$ cat config.mk
export PLATFORM = sky130hd
export DESIGN_NAME = seg_scan_ctrl
export DESIGN_NICKNAME = d
export VERILOG_FILES = /design/src/rtl/seg_pkg.sv /design/src/rtl/bcd_to_seg.sv /design/src/rtl/seg_scan_ctrl.sv
export SDC_FILE = /design/constraint.sdc
export NUM_CORES = 1
export LEC_CHECK = 0
export ABC_AREA = 1
export BUFFER_PORTS_ARGS = -buffer_cell sky130_fd_sc_hd__buf_4
export CAP_MARGIN = 20
export CORE_MARGIN = 2
export CORE_UTILIZATION = 35
export DETAILED_ROUTE_END_ITERATION = 8
export PLACE_DENSITY_LB_ADDON = 0.25
export SYNTH_ARGS = -nofsm -noshare
export SYNTH_HDL_FRONTEND = slang
export SYNTH_HIERARCHICAL = 1
export SYNTH_SLANG_ARGS = --single-unit
$ cat constraint.sdc
create_clock -name clk -period 6 [get_ports clk]
set_input_delay 0.3 -clock clk [delete_from_list [all_inputs] [get_ports clk]]
set_output_delay 0.3 -clock clk [all_outputs]
set_load 0.01 [all_outputs]
$ cat src/rtl/seg_pkg.sv
// seg_pkg: shared constants and types for the 7-segment scan controller
//   SEG_TABLE : BCD -> active-low segment pattern (bit0 = a .. bit6 = g)
//   SEG_OFF   : all segments dark
//   AN_OFF    : all anodes disabled
//   state_t   : scan FSM states
package seg_pkg;

    localparam logic [6:0] SEG_OFF = 7'h7F;
    localparam logic [3:0] AN_OFF  = 4'hF;

    // Codes A-F are not valid BCD and render dark.
    localparam logic [6:0] SEG_TABLE [0:15] = '{
        7'h40, 7'h79, 7'h24, 7'h30, 7'h19, 7'h12, 7'h02, 7'h78,
        7'h00, 7'h10, SEG_OFF, SEG_OFF, SEG_OFF, SEG_OFF, SEG_OFF, SEG_OFF
    };

    typedef enum logic {BLANK, ACTIVE} state_t;

endpackage

$ cat src/rtl/bcd_to_seg.sv
// bcd_to_seg: combinational BCD to active-low 7-segment decoder
//   bcd_i [3:0] : BCD digit
//   seg_o [6:0] : active-low segments, seg_o[0] = a .. seg_o[6] = g
module bcd_to_seg
    import seg_pkg::*;
(
    input  logic [3:0] bcd_i,
    output logic [6:0] seg_o
);

    assign seg_o = SEG_TABLE[bcd_i];

endmodule

$ cat src/rtl/seg_scan_ctrl.sv
// seg_scan_ctrl: time-multiplexed 4-digit common-anode 7-segment driver
//   clk, rst_n          : clock, asynchronous active-low reset
//   digits [15:0]       : BCD digits, digit i = digits[4i+3:4i]
//   dp_in/blank_in/blink_in [3:0] : per-digit decimal point, blank, blink
//   an [3:0]            : active-low anode enables
//   seg [6:0], dp       : active-low segments and decimal point
//   digit_idx [1:0]     : digit currently scanned
//   frame_tick          : one-cycle pulse on digit_idx 3->0
module seg_scan_ctrl
    import seg_pkg::*;
#(
    parameter int unsigned PRESCALE  = 50000,
    parameter int unsigned DEAD      = 500,
    parameter int unsigned BLINK_DIV = 128
) (
    input  logic        clk,
    input  logic        rst_n,
    input  logic [15:0] digits,
    input  logic [3:0]  dp_in,
    input  logic [3:0]  blank_in,
    input  logic [3:0]  blink_in,
    output logic [3:0]  an,
    output logic [6:0]  seg,
    output logic        dp,
    output logic [1:0]  digit_idx,
    output logic        frame_tick
);

    localparam int SW = $clog2(PRESCALE);
    localparam int FW = BLINK_DIV > 1 ? $clog2(BLINK_DIV) : 1;
    localparam logic [SW-1:0] PS_LAST   = SW'(PRESCALE - 1);
    localparam logic [SW-1:0] DEAD_LAST = SW'(DEAD - 1);
    localparam logic [FW-1:0] BD_LAST   = FW'(BLINK_DIV - 1);

    state_t        state_q, state_d;
    logic [SW-1:0] slot_q, slot_d;
    logic [FW-1:0] frame_q, frame_d;
    logic          phase_q, phase_d;
    logic [1:0]    idx_q, idx_d;
    logic [3:0]    an_q, an_d;
    logic [6:0]    seg_q, seg_d;
    logic          dp_q, dp_d;
    logic          tick_q, tick_d;
    logic [6:0]    pattern;
    logic          visible;

    bcd_to_seg u_dec (
        .bcd_i(digits[{idx_q, 2'b00} +: 4]),
        .seg_o(pattern)
    );

    // The output registers act as the per-slot latch: they are loaded once
    // on entry to ACTIVE and held until the slot ends, so mid-slot input
    // changes are invisible. They go dark before digit_idx advances, so two
    // anodes can never be low at once.
    always_comb begin
        state_d = state_q;
        slot_d  = (slot_q == PS_LAST) ? '0 : slot_q + SW'(1);
        frame_d = frame_q;
        phase_d = phase_q;
        idx_d   = idx_q;
        an_d    = an_q;
        seg_d   = seg_q;
        dp_d    = dp_q;
        tick_d  = 1'b0;
        visible = !blank_in[idx_q] && !(blink_in[idx_q] && phase_q);
        if (state_q == BLANK && slot_q == DEAD_LAST) begin
            state_d = ACTIVE;
            an_d    = visible ? ~(4'b0001 << idx_q) : AN_OFF;
            seg_d   = visible ? pattern : SEG_OFF;
            dp_d    = visible ? ~dp_in[idx_q] : 1'b1;
        end else if (state_q == ACTIVE && slot_q == PS_LAST) begin
            state_d = BLANK;
            an_d    = AN_OFF;
            seg_d   = SEG_OFF;
            dp_d    = 1'b1;
            idx_d   = idx_q + 2'd1;
            if (idx_q == 2'd3) begin
                tick_d  = 1'b1;
                frame_d = (frame_q == BD_LAST) ? '0 : frame_q + FW'(1);
                phase_d = phase_q ^ (frame_q == BD_LAST);
            end
        end
    end

    always_ff @(posedge clk or negedge rst_n) begin
        if (!rst_n) begin
            state_q <= BLANK;
            slot_q  <= '0;
            frame_q <= '0;
            phase_q <= 1'b0;
            idx_q   <= 2'd0;
            an_q    <= AN_OFF;
            seg_q   <= SEG_OFF;
            dp_q    <= 1'b1;
            tick_q  <= 1'b0;
        end else begin
            state_q <= state_d;
            slot_q  <= slot_d;
            frame_q <= frame_d;
            phase_q <= phase_d;
            idx_q   <= idx_d;
            an_q    <= an_d;
            seg_q   <= seg_d;
            dp_q    <= dp_d;
            tick_q  <= tick_d;
        end
    end

    assign an         = an_q;
    assign seg        = seg_q;
    assign dp         = dp_q;
    assign digit_idx  = idx_q;
    assign frame_tick = tick_q;

endmodule
# After elaboration in Yosys (flattened, before gate mapping)
# Memory sizes are Yosys's and may differ from the RTL's.
# Index checks and enable logic that the tools add are counted.
[word_totals] regBits=40 wordCells=60 out_inout_bits=15 mem_count=1 input_bits=30 rom_bits=112
[op_classes] shift=2 addsub=3 eq_ne=4 muxes=24 bitwise_logic=6 reduce_logical=9 n_lt_le_gt_ge=2
[memory_table] memory="(name not given)" words=16 word_bits=7 rd=1 rd_ports_with_merged_regs=0 write_ports=0 line_no="bcd_to_seg.sv:11" text="assign seg_o = SEG_TABLE[bcd_i];"
[op_table] op="$mux W7" count=6
[op_table] op="$add A16 B1 Y16 const B" count=1
[op_table] op="$eq A16 B16 Y1 const B" count=1
[op_table] op="$eq A16 B9 Y1 const B" count=1
[op_table] op="$mux W16" count=1
[op_table] op="$shiftx A16 B5 Y4" count=1
[op_table] op="$mux W4" count=3
[op_table] op="$mux W1" count=11
[op_table] op="$add A7 B1 Y7 const B" count=1
[op_table] op="$eq A7 B7 Y1 const B" count=1
[op_table] op="$bmux W1 S2" count=3
[op_table] op="$ge A5 B5 Y1 const B" count=1
[op_table] op="$not A4 Y5" count=1
[op_table] op="$logic_and A1 B1 Y1" count=4
[op_table] op="$not A4 Y4" count=1
[op_table] op="$shl A1 B2 Y4 const A" count=1
[op_table] op="$lt A2 B3 Y1 const B" count=1
[op_table] op="$not A1 Y1" count=3
[op_table] op="$reduce_and A3 Y1" count=1
[op_table] op="$add A2 B1 Y2 const B" count=1
[op_table] op="$eq A2 B2 Y1 const B" count=1
[op_table] op="$logic_not A1 Y1" count=2
[op_table] op="$reduce_and A2 Y1" count=1
[op_table] op="$reduce_bool A2 Y1" count=1
[op_table] op="$xor A1 B1 Y1" count=1

# Logic depth before layout (Yosys ltp)
# Gate-level depths: netlist (run 1).
[depth] word_depth=7 mapped_depth=15

# Modules after synthesis
# The synthesis (run 1) kept the hierarchy.
[modules_own_cells] mod="seg_scan_ctrl" area_each_um2=2491.1 instances=1 cells_each=343 seq_area_each_um2=1016.0
[modules_own_cells] mod="bcd_to_seg" area_each_um2=187.7 instances=1 cells_each=35 seq_area_each_um2=0.0

# Worst setup path before layout (run 1)
# No wires, ideal clock.
[synth_path] kind="reg2reg" start="register idx_q[0], in the netlist digit_idx[0]" end="register seg_q[3], in the netlist seg[3]" n_path_buf=2 arrival_ns=2.112 stages_incl_launch_ff=15 setup_time_ns=0.076 path_slack_ns=3.813 period_less_slack_ns=2.187 required_time_ns=5.924 cell_sequence="dfrtp_1 -> buf_2 -> inv_1 -> buf_2 -> o21ai_0 -> o22ai_1 -> inv_1 -> ha_1 -> nand2_1 -> nand3_1 -> nand2_1 -> inv_1 -> nand3_1 -> nor2_1 -> nor2_1"
[synth_between] elab_chain_cells=7 word_cells_on_any_way=15 cone_classes="1 x shift; 8 x mux; 1 x bitwise; 4 x reduce/logical; 1 x memory"
[synth_lines] item="start: declaration" line_no="seg_scan_ctrl.sv:39" text="logic [1:0] idx_q, idx_d;"
[synth_lines] item="start signal: assignment" line_no="seg_scan_ctrl.sv:102" text="idx_q <= idx_d;"
[synth_lines] item="$shiftx A16 B5 Y4" line_no="seg_scan_ctrl.sv:48" text=".bcd_i(digits[{idx_q, 2'b00} +: 4]),"
[synth_lines] item="$not A4 Y5 (implied by the code)" line_no="bcd_to_seg.sv:11"
[synth_lines] item="$mem_v2 Z16 W7"
[synth_lines] item="$mux W7 (implied by the code) (2 in series)" line_no="bcd_to_seg.sv:11"
[synth_lines] item="net pattern[3]" line_no="seg_scan_ctrl.sv:44" text="logic [6:0] pattern;"
[synth_lines] item="$mux W7" line_no="seg_scan_ctrl.sv:70" text="seg_d = visible ? pattern : SEG_OFF;"
[synth_lines] item="$mux W7" line_no="seg_scan_ctrl.sv:67" text="if (state_q == BLANK && slot_q == DEAD_LAST) begin"
[synth_lines] item="end signal: assignment" line_no="seg_scan_ctrl.sv:104" text="seg_q <= seg_d;"
[synth_lines] item="end: declaration" line_no="seg_scan_ctrl.sv:41" text="logic [6:0] seg_q, seg_d;"
# The timed path passes the listed nets, and every way through them passes these cells. The select of a mux whose other input is x is not followed.
# A chain may end at the register's enable or synchronous reset.

# Final worst setup path (run 1)
# Same ends and word-level chain as after synthesis.

==> qor.yml, run 1 <==
start_kind: "register"
grt_remaining_overflow: 0
rows: 31
rsz0062_at_grt: "no"
hpwl_um: 4430
insertion_delay_ns: 0.29
p_sw_mw: 0.111
async_reset_ff_share_pct: 100
ir_worst_vdd_uv: 91.4
dr.pass1.iters: 4
synth_warnings: 6
min_from: "an[2]"
core_region_area_um2: 7330
viasPerCell: 4.53
status: "complete, no violations"
worst-path-max-fanout: 20
synthDistinctLibCells: 31
routed_wl_um: 5870
finalCritPeriodShare_pct: 42.8
synth_ff_type: "dfrtp_1"
synthCells: 378
final_cell_mix: "91 x nand2_1, 68 x nor2_1, 49 x inv_1, 44 x buf_4, 37 x nand3_1"
grt_max_degree: 41
synth-seq-cells: 40
finalSetupViolCount: 0
hold_ws_ns: 0.506
synth_area_um2: 2680
cts_root_buf: "clkbuf_8"
r2r_end: "seg[3]"
first_global_vias: 2265
area_delta_synth_final_pct: 18.7
switching_share_pct: 22.0
ant_nets: 0
period_minus_slack_ns: 2.57
dp_slack_ns: 3.43
cpPeakStageDelay_ns: 0.58
critPathBufInv: 3
cts_buffers: 5
r2r_cells: 12
holdPathEnd: "an[2]"
r2r_slack_ns: 3.43
clock.fmax_ghz: 0.389
antenna_found_initial: 0
critPathKind: "reg -> reg"
slew_headroom_pct: 47.4
io_buffers: 44
synth_edf_count: 0
power.density_nw_per_um2: 159
slew_viol_final: 0
p_clk_share_pct: 38.8
layout-drive-gt1-share_pct: 21.1
critPathTopFamily: "buffers and inverters"
die_width_um: 91.5
hold_path.class: "reg -> reg"
required_ns: 6.23
hold-path-cell-count: 2
syn_nets: 419
drtIter0Drc: 125
crit_chain: "inv_1 > o21ai_0 > o22ai_1 > inv_1 > ha_1 > nand2_1 > nand3_1 > nand2_1 > inv_1 > nand3_1 > nor2_1 > nor2_1"
cellLeakagePower_nw: 1.58
path_clk_slew_ns: 0.08
place_congestion: 0.839
htreeDepth: 2
yosysSeqAreaShare_pct: 37.9
avgSynthCellArea_um2: 7.09
worstMarginPinSlew_ns: 0.785
drc_errors: 0
cts_tree: "yes"
p_int_mw: 0.394
critPathCaptureType: "register"
die_y_um: 91.5
pin_count: 45
num-nets-final: 462
wl_per_cell_um: 11.3
r2r_start: "digit_idx[0]"
clock_skew_ns: 0.00739
cts.path.max_buffers: 2
diodes: 0
setup-tns-final_ns: 0
layout_commonest_cell: "nand2_1"
dr_total_vias: 2358
p_comb_share_pct: 7.7
max-cap-violations: 0
report.final.hold_viol_count: 0
grt_pass1_wl_um: 10500
die_area_um2: 8370
setup_ws_ns: 3.43
p_seq_share_pct: 53.5
cpMostUsedCell: "inv_1"
cts_sinks: 40
arrival_ns: 2.80
initial_core_util_pct: 36.5
post-cts-setup-buffers: 0
slowest_stage: "dfrtp_1"
grt_util_all_layers_pct: 15.1
[final cells by class]
class                   instances  area (um2)
well taps                      99         124
fillers                       736        4150
multi-input cells             276        1400
clock buffers                   8         100
inverters                      53         199
flip-flops and latches         40        1020
repair buffers                 45         340
[through the flow]
stage          total power [mW]  instance area [um2]  utilization, %  cells
6_report                  0.505                 3180            43.4    521
5_1_grt                   0.530                 3180            43.4    521
4_1_cts                   0.515                 3180            43.4    521
3_5_place_dp              0.314                 3070            41.9    512
3_3_place_gp              0.314                 3070            41.9    512
2_1_floorplan             0.291                 2680               -    378
[logic make-up after synthesis]
logic type | count (synthesis) | share of synthesized area [%]
fa+ha+maj | 11 | 5.14
xor+xnor | 12 | 3.92
buf+inv | 62 | 9.81
flops | 40 | 37.9
simple gates | 231 | 38.7
compound gates | 22 | 4.53
[state kept, by name, indices dropped and copies added (netlist names)]
| signal | cells |
|---|---|
| slot_q | 16 |
| dp | 1 |
| phase_q | 1 |
| frame_tick | 1 |
| state_q | 1 |
| frame_q | 7 |
| an | 4 |
| seg | 7 |
| digit_idx | 2 |
[power groups by stage]
| stage | clock network (mW) | logic [mW] | registers [mW] |
|---|---|---|---|
| 2_1_floorplan | 0 | 0.0162 | 0.275 |
| 3_3_place_gp | 0 | 0.0391 | 0.275 |
| 3_5_place_dp | 0 | 0.0390 | 0.275 |
| 4_1_cts | 0.206 | 0.0396 | 0.270 |
| 5_1_grt | 0.216 | 0.0445 | 0.270 |
| 6_report | 0.196 | 0.0390 | 0.270 |
[worst min-delay path, stage by stage, from the launching register on]
cell and delay [ns]:
dfstp_2 0.37, nor2_1 0.09, nor2_1 0.05
[timing repair]
item                       4_1_cts  5_1_grt
hold endpoints to repair        20        0
gates resized for setup          0        0
hold buffers                     1        0
setup endpoints to repair        0        0
[cells in the mapped netlist (2+ instances only)]
| cell | number | area (um2) |
|---|---|---|
| nand3_1 | 37 | 185 |
| ha_1 | 11 | 138 |
| buf_2 | 6 | 30.0 |
| nor3_1 | 7 | 35.0 |
| or2_2 | 2 | 12.5 |
| a21oi_1 | 4 | 20.0 |
| dfrtp_1 | 28 | 701 |
| o21ai_0 | 11 | 55.1 |
| nand4_1 | 5 | 31.3 |
| xor2_1 | 11 | 96.3 |
| inv_2 | 3 | 11.3 |
| o22ai_1 | 5 | 31.3 |
| nand2_1 | 91 | 342 |
| nand2_2 | 5 | 31.3 |
| dfstp_2 | 12 | 315 |
| nor2_2 | 7 | 43.8 |
| nor2_4 | 4 | 45.0 |
| nor2_1 | 68 | 255 |
| inv_1 | 49 | 184 |
[worst max-delay path by stage]
stage | start | to | slack, ns | cells after the start
floorplan | digit_idx[0] | seg[3] | 3.81 | 14
global placement | digit_idx[0] | seg[3] | 3.56 | 12
detailed placement | digit_idx[0] | seg[3] | 3.43 | 12
CTS | digit_idx[0] | seg[3] | 3.39 | 12
global route | digit_idx[0] | seg[3] | 3.09 | 12
finish | digit_idx[0] | seg[3] | 3.43 | 12
[layer usage]
metal	part of all wire, %	GRT usage, %	routed length [um]	vias up
met5	0	0	0	-
met4	0.99	3.79	58	0
met1	50	20.5	2920	1039
met2	44	24.1	2610	59
met3	4.8	3.49	283	5
li1	-	-	-	1255
Power figures use the tool's default switching activity.
==> run 2: changes to the inputs <==
--- a/config.mk
+++ b/config.mk
@@ -5,7 +5,7 @@
 export SDC_FILE = /design/constraint.sdc
 export NUM_CORES = 1
 export LEC_CHECK = 0
-export ABC_AREA = 1
+export ABC_AREA = 0
 export BUFFER_PORTS_ARGS = -buffer_cell sky130_fd_sc_hd__buf_4
 export CAP_MARGIN = 20
 export CORE_MARGIN = 2
==> constraint.sdc (replaced) <==
create_clock -name clk -period 2.1 [get_ports clk]
set_input_delay 0.105 -clock clk [delete_from_list [all_inputs] [get_ports clk]]
set_output_delay 0.105 -clock clk [all_outputs]
set_load 0.01 [all_outputs]
==> run 2 against run 1 <==
The flow now finishes with violations (setup timing). Critical path depth shrank 8. Fmax grew 21%. Sequential power grew to 2.9 times the previous value. Wire length shrank 13%. Utilization grew 3.1 points. Sequential cell count is the same. Synthesized area shrank 15%. Total power grew to 2.8 times the previous value. Register-to-register slack lost 3.5 ns. Worst hold slack lost 0.23 ns. Non-clock buffer count grew 22. Highest routed layer unchanged.
==> qor.yml, run 2 <==
status: "finished, violations left"
violations: "setup timing"
synth_top_family_by_area: "simple AND/OR/NAND/NOR gates"
layout-drive-gt1-share_pct: 37.1  # +16 points
rsz0062_at_grt: "yes"
hold_path.class: "in -> reg"
initial_core_util_pct: 35.9  # -0.65 points
cts_buffers: 5  # unchanged
synth_ff_type: "dfrtp_1"
grt_pass1_wl_um: 8710  # -17%
worst-path-max-fanout: 6  # -70%
required_ns: 2.32  # -3.91 ns
synthAdderAreaFrac_pct: 6.07  # +0.94 points
report.final.hold_viol_count: 0  # unchanged
slew_viol_final: 0  # unchanged
yosys-top-cells-count: "28 x dfrtp_1, 21 x nor2_1, 14 x inv_1, 12 x dfstp_2, 12 x xnor2_1"
final_area_um2: 2930  # -7.8%
yosysTopAreaCell: "dfrtp_1"
grt_max_degree: 41  # unchanged
syn_nets: 259  # -38%
largest_reg_flops: 16  # unchanged
ys_top_cells_by_area: "dfrtp_1 31%, dfstp_2 14%, ha_1 6.1%"
placed_cell_area_um2: 2800  # -8.9%
top_layer: "met4"
synth-simple-area-share_pct: 18.5  # -20 points
drtIter0Drc: 65  # -48%
io_buffers: 44  # unchanged
hpwl_um: 3630  # -18%
synth_warnings: 6  # unchanged
place_congestion: 0.768  # -8.5%
wl_per_cell_um: 14.2  # +26%
synth_area_um2: 2270  # -15%
synth-compound-area-share_pct: 13.1  # +8.6 points
cts_tree: "yes"
largest-register: "slot_q"
antenna_found_initial: 0  # unchanged
path_clk_slew_ns: 0.08  # about the same
die_y_um: 84.5  # -7.7%
grt_util_all_layers_pct: 15.2  # +0.089 points
synth_edf_count: 0  # unchanged
synthXorXnorAreaFrac_pct: 6.57  # +2.6 points
finalSetupViolCount: 7  # +7
pin_count: 45  # unchanged
layout_commonest_cell: "buf_4"
fillers: 623  # -15%
synthDistinctLibCells: 45  # +45%
dr_total_vias: 1852  # -21%
insertion_delay_ns: 0.29  # about the same
setup-tns-final_ns: -0.0913  # -0.0913 ns
num-nets-final: 323  # -30%
grt_remaining_overflow: 0  # unchanged
yosys.cell_count.top_type: "dfrtp_1"
cts_sinks: 40  # unchanged
die_width_um: 84.5  # -7.7%
setup_ws_ns: -0.0243  # -3.46 ns
first_global_vias: 1859  # -18%
dr.pass1.iters: 4  # unchanged
core_region_area_um2: 6310  # -14%
cpMostUsedCell: "or4_4"
dp_slack_ns: -0.0979  # -3.53 ns
cts.path.max_buffers: 2  # unchanged
slew_headroom_pct: 66.9  # +20 points
cellLeakagePower_nw: 1.32  # -17%
ant_nets: 0  # unchanged
htreeDepth: 2  # unchanged
clock.fmax_ghz: 0.471  # +21%
final_cell_mix: "66 x buf_4, 28 x dfrtp_1, 20 x nor2_1, 14 x inv_1"
avgSynthCellArea_um2: 10.4  # +47%
wl_met1_um: 2360  # -19%
max-cap-violations: 0  # unchanged
start_kind: "register"
crit_chain: "or4_4 > or4_4 > a2111o_1 > o32a_1"
finalCritPeriodShare_pct: 101  # +58 points
critPathCaptureType: "register"
async_reset_ff_share_pct: 100  # unchanged
yosysSeqAreaShare_pct: 44.8  # +6.9 points
rows: 29  # -6.5%
synth.top_cell.area_share_pct: 30.9  # +4.8 points
final_cells: 360  # -31%
ir_worst_vdd_uv: 264  # +190%
met3WireLength_um: 342  # +21%
clock_skew_ns: 0.00639  # -0.00100 ns
viasPerCell: 5.14  # +14%
area_delta_synth_final_pct: 29.4
diodes: 0  # unchanged
synthMuxAreaShare_pct: 5.85  # +5.9 points
die_area_um2: 7130  # -15%
dr_wl_met2_um: 2310  # -11%
drc_errors: 0  # unchanged
routed_wl_um: 5100  # -13%
power.density_nw_per_um2: 478  # +200%
slowest_stage: "or4_4"
placed_cells: 349  # -32%
cts_root_buf: "clkbuf_8"
worstMarginPinSlew_ns: 0.496  # -0.289 ns
arrival_ns: 2.34  # -0.46 ns
synth-seq-cells: 40  # unchanged
cpPeakStageDelay_ns: 0.52  # -0.06 ns
synthCells: 218  # -42%
period_minus_slack_ns: 2.12  # -0.444 ns
critPathKind: "reg -> reg"
[run 2: cell count changes after synthesis, sizes merged, moves of 6 or more]
cell / before / now
inv: 52 / 14
nand2: 97 / 10
nand3: 39 / 9
nor2: 79 / 21
o32a: 0 / 11
xnor2: 1 / 12
xor2: 11 / 5
[run 2: through the flow]
stage          utilization, %  hold slack [ns]  total power [mW]
2_1_floorplan               -           -0.191             0.827
5_1_grt                  46.5            0.314              1.47
4_1_cts                  46.1            0.269              1.43
3_5_place_dp             44.3            0.116             0.889
6_report                 46.5            0.276              1.40
3_3_place_gp             44.3            0.112             0.887
[run 2: path summary, 6_finish.rpt]
path	slack (ns)	startpoint	cells past startpoint	end
max	-0.02	state_q	4	seg[5]
min reg2reg	0.48	frame_q[6]	1	frame_q[6]
max in group asynchronous	1.41	rst_n	2	seg[5]
max reg2reg	-0.02	state_q	4	seg[5]
min	0.28	dp_in[0]	4	dp
min in group asynchronous	0.32	rst_n	2	frame_q[3]
[run 2: what timing repair did]
action	4_1_cts	5_1_grt
buffers inserted	0	0
setup endpoints to repair	11	15
hold buffers	1	0
resized for setup	0	6
pin swaps	0	7
hold endpoints to repair	28	0
gates cloned	1	1
[run 2: logic make-up after synthesis]
kind of cell               after synthesis
and+or+nand+nor                         76
AOI/OAI and AO/OA                       41
DFF                                     40
buffers and inverters                   25
xor gates and xnor gates                17
adders and majority gates               11
muxes                                    8
[run 2: where the power goes]
group / switching [mW] / internal [mW] / total, mW
clock network: 0.265 / 0.262 / 0.527
registers: 0 / 0.771 / 0.771
logic: 0.0488 / 0.0556 / 0.104
[run 2: worst max-delay path, delay by kind of cell (launching register included)]
family             cells  cell delay [ns]
AOI/OAI and AO/OA      2             0.62
and+or+nand+nor        2             1.04
DFF                    1             0.38
[run 2: cell type report]
class                      instances  area [um2]  share of cell area (%)
clock inverter                     2        10.0                   0.341
tap                               77        96.3                    3.28
clock buffer                       6        82.6                    2.82
timing repair buffer              67         505                    17.2
inverter                          14        52.6                    1.79
multi-input combinational        154        1170                    39.9
sequential                        40        1020                    34.6
[run 2: routing by layer]
metal / track usage, % / vias up
li1: - / 925
met1: 19.9 / 873
met2: 24.5 / 48
met3: 4.03 / 6
met4: 5.19 / 0
met5: 0 / -
==> run 3: changes to the inputs <==
--- a/config.mk
+++ b/config.mk
@@ -10,6 +10,7 @@
 export CAP_MARGIN = 20
 export CORE_MARGIN = 2
 export CORE_UTILIZATION = 35
+export CTS_BUF_LIST = sky130_fd_sc_hd__clkbuf_16
 export DETAILED_ROUTE_END_ITERATION = 8
 export PLACE_DENSITY_LB_ADDON = 0.25
 export SYNTH_ARGS = -nofsm -noshare
==> run 3 against run 2 <==
Clock power grew 35%. Critical endpoint is now an[2]. Utilization grew 0.69 points. Non-clock buffer count is the same. Total power grew 13%. The run still ends with setup timing left. Die area unchanged.
==> qor.yml, run 3 (synthesized netlist as in run 2, its figures left out) <==
antenna_found_initial: 0  # unchanged
pin_count: 45  # unchanged
fillers: 618  # -0.80%
area_delta_synth_final_pct: 31.4
die_width_um: 84.5  # unchanged
min_from: "dp_in[0]"
critPathKind: "reg -> reg"
cts_tree: "yes"
largest_reg_flops: 16  # unchanged
path_clk_slew_ns: 0.06  # -0.02 ns
io_buffers: 44  # unchanged
layout_commonest_cell: "buf_4"
largest-register: "slot_q"
drtIter0Drc: 83  # +28%
num-nets-final: 323  # unchanged
cts_sinks: 40  # unchanged
die_y_um: 84.5  # unchanged
die_area_um2: 7130  # unchanged
rows: 29  # unchanged
diodes: 0  # unchanged
setup_ws_ns: -0.0166  # +0.00767 ns
ir_worst_vdd_uv: 304  # +15%
dr.pass1.iters: 4  # unchanged
wl_met1_um: 2350  # -0.80%
layout-drive-gt1-share_pct: 36.7  # -0.35 points
met3WireLength_um: 333  # -2.6%
critPathCaptureType: "register"
drc_errors: 0  # unchanged
startpoint: "state_q"
report.final.hold_viol_count: 0  # unchanged
slew_viol_final: 0  # unchanged
htreeDepth: 2  # unchanged
dr_total_vias: 1850  # -0.11%
clock_skew_ns: 0.00490  # -0.00149 ns
rsz0062_at_grt: "yes"
hold_path.class: "in -> reg"
power.density_nw_per_um2: 534  # +12%
worstMarginPinSlew_ns: 0.497  # +0.00109 ns
finalSetupViolCount: 3  # -4
violations: "setup timing"
cts_root_buf: "clkbuf_16"
grt_max_degree: 41  # unchanged
r2r_start: "state_q"
ant_nets: 0  # unchanged
period_minus_slack_ns: 2.12  # -0.00767 ns
routed_wl_um: 5000  # -1.8%
grt_util_all_layers_pct: 15.1  # -0.083 points
slew_headroom_pct: 66.8  # -0.073 points
first_global_vias: 1826  # -1.8%
final_cell_mix: "65 x buf_4, 28 x dfrtp_1, 20 x nor2_1, 14 x inv_1"
top_layer: "met4"
cts.path.max_buffers: 2  # unchanged
place_congestion: 0.768  # unchanged
cts_buffers: 5  # unchanged
worst-path-max-fanout: 6  # unchanged
post-cts-setup-buffers: 0  # unchanged
arrival_ns: 2.32  # -0.02 ns
finalCritPeriodShare_pct: 101  # -0.37 points
hpwl_um: 3630  # unchanged
final_area_um2: 2980  # +1.5%
viasPerCell: 5.14  # -0.11%
insertion_delay_ns: 0.28  # about the same
placed_cell_area_um2: 2800  # unchanged
status: "finished, violations left"
max-cap-violations: 0  # unchanged
core_region_area_um2: 6310  # unchanged
wl_per_cell_um: 13.9  # -1.8%
hold_ws_ns: 0.306  # +0.0293 ns
required_ns: 2.31  # about the same
dr_wl_met2_um: 2250  # -2.9%
grt_remaining_overflow: 0  # unchanged
initial_core_util_pct: 35.9  # unchanged
start_kind: "register"
grt_pass1_wl_um: 8590  # -1.3%
cellLeakagePower_nw: 1.34  # +1.5%
clock.fmax_ghz: 0.472  # +0.36%
## run 3: area by class of cell
cell class | count | area [um2] | share of cell area (%)
Sequential cell | 40 | 1020 | 34.1
Clock buffer | 5 | 125 | 4.20
Timing Repair Buffer | 67 | 503 | 16.9
Inverter | 14 | 52.6 | 1.77
Tap cell | 77 | 96.3 | 3.24
Clock inverter | 3 | 13.8 | 0.462
Multi-Input combinational cell | 154 | 1170 | 39.3
## run 3: final timing paths
kind,end,slack (ns),depth (start not counted)
setup / recovery,an[2],-0.02,4
hold / removal,dp,0.31,4
setup reg to reg,an[2],-0.02,4
hold reg to reg,frame_q[6],0.48,1
max in group asynchronous,seg[3],1.39,2
min in group asynchronous,frame_q[3],0.34,2
## run 3: worst max-delay path, stage by stage, from the launching register on
cell and delay (ns):
dfrtp_1 0.37, or4_4 0.52, or4_4 0.51, a2111o_1 0.41, o32a_2 0.22
## run 3: stage by stage
stage	TNS (ns)	setup WS, ns	instances	power, mW	util [%]
4_1_cts	-0.272	-0.0363	359	1.62	46.8
3_3_place_gp	-0.222	-0.0397	349	0.887	44.3
6_report	-0.0340	-0.0166	360	1.59	47.1
2_1_floorplan	0	0.0161	218	0.827	-
5_1_grt	-0.693	-0.0952	360	1.66	47.1
3_5_place_dp	-0.876	-0.0979	349	0.889	44.3
## run 3: power breakdown
group / internal [mW] / switching (mW)
clock network: 0.431 / 0.283
logic: 0.0556 / 0.0483
registers: 0.772 / 0
## run 3: what timing repair did
action                                 4_1_cts  5_1_grt
setup endpoints to repair                   11       14
cloned                                       1        1
gates resized for setup                      0        5
pin swaps                                    0        6
hold buffers                                 1        0
endpoints found under the hold margin       28        0
## run 3: per-layer routing
metal,vias to the layer above,global-route usage [%]
li1,924,-
met1,876,19.7
met2,45,24.2
met3,5,4.03
met4,0,5.63
met5,-,0
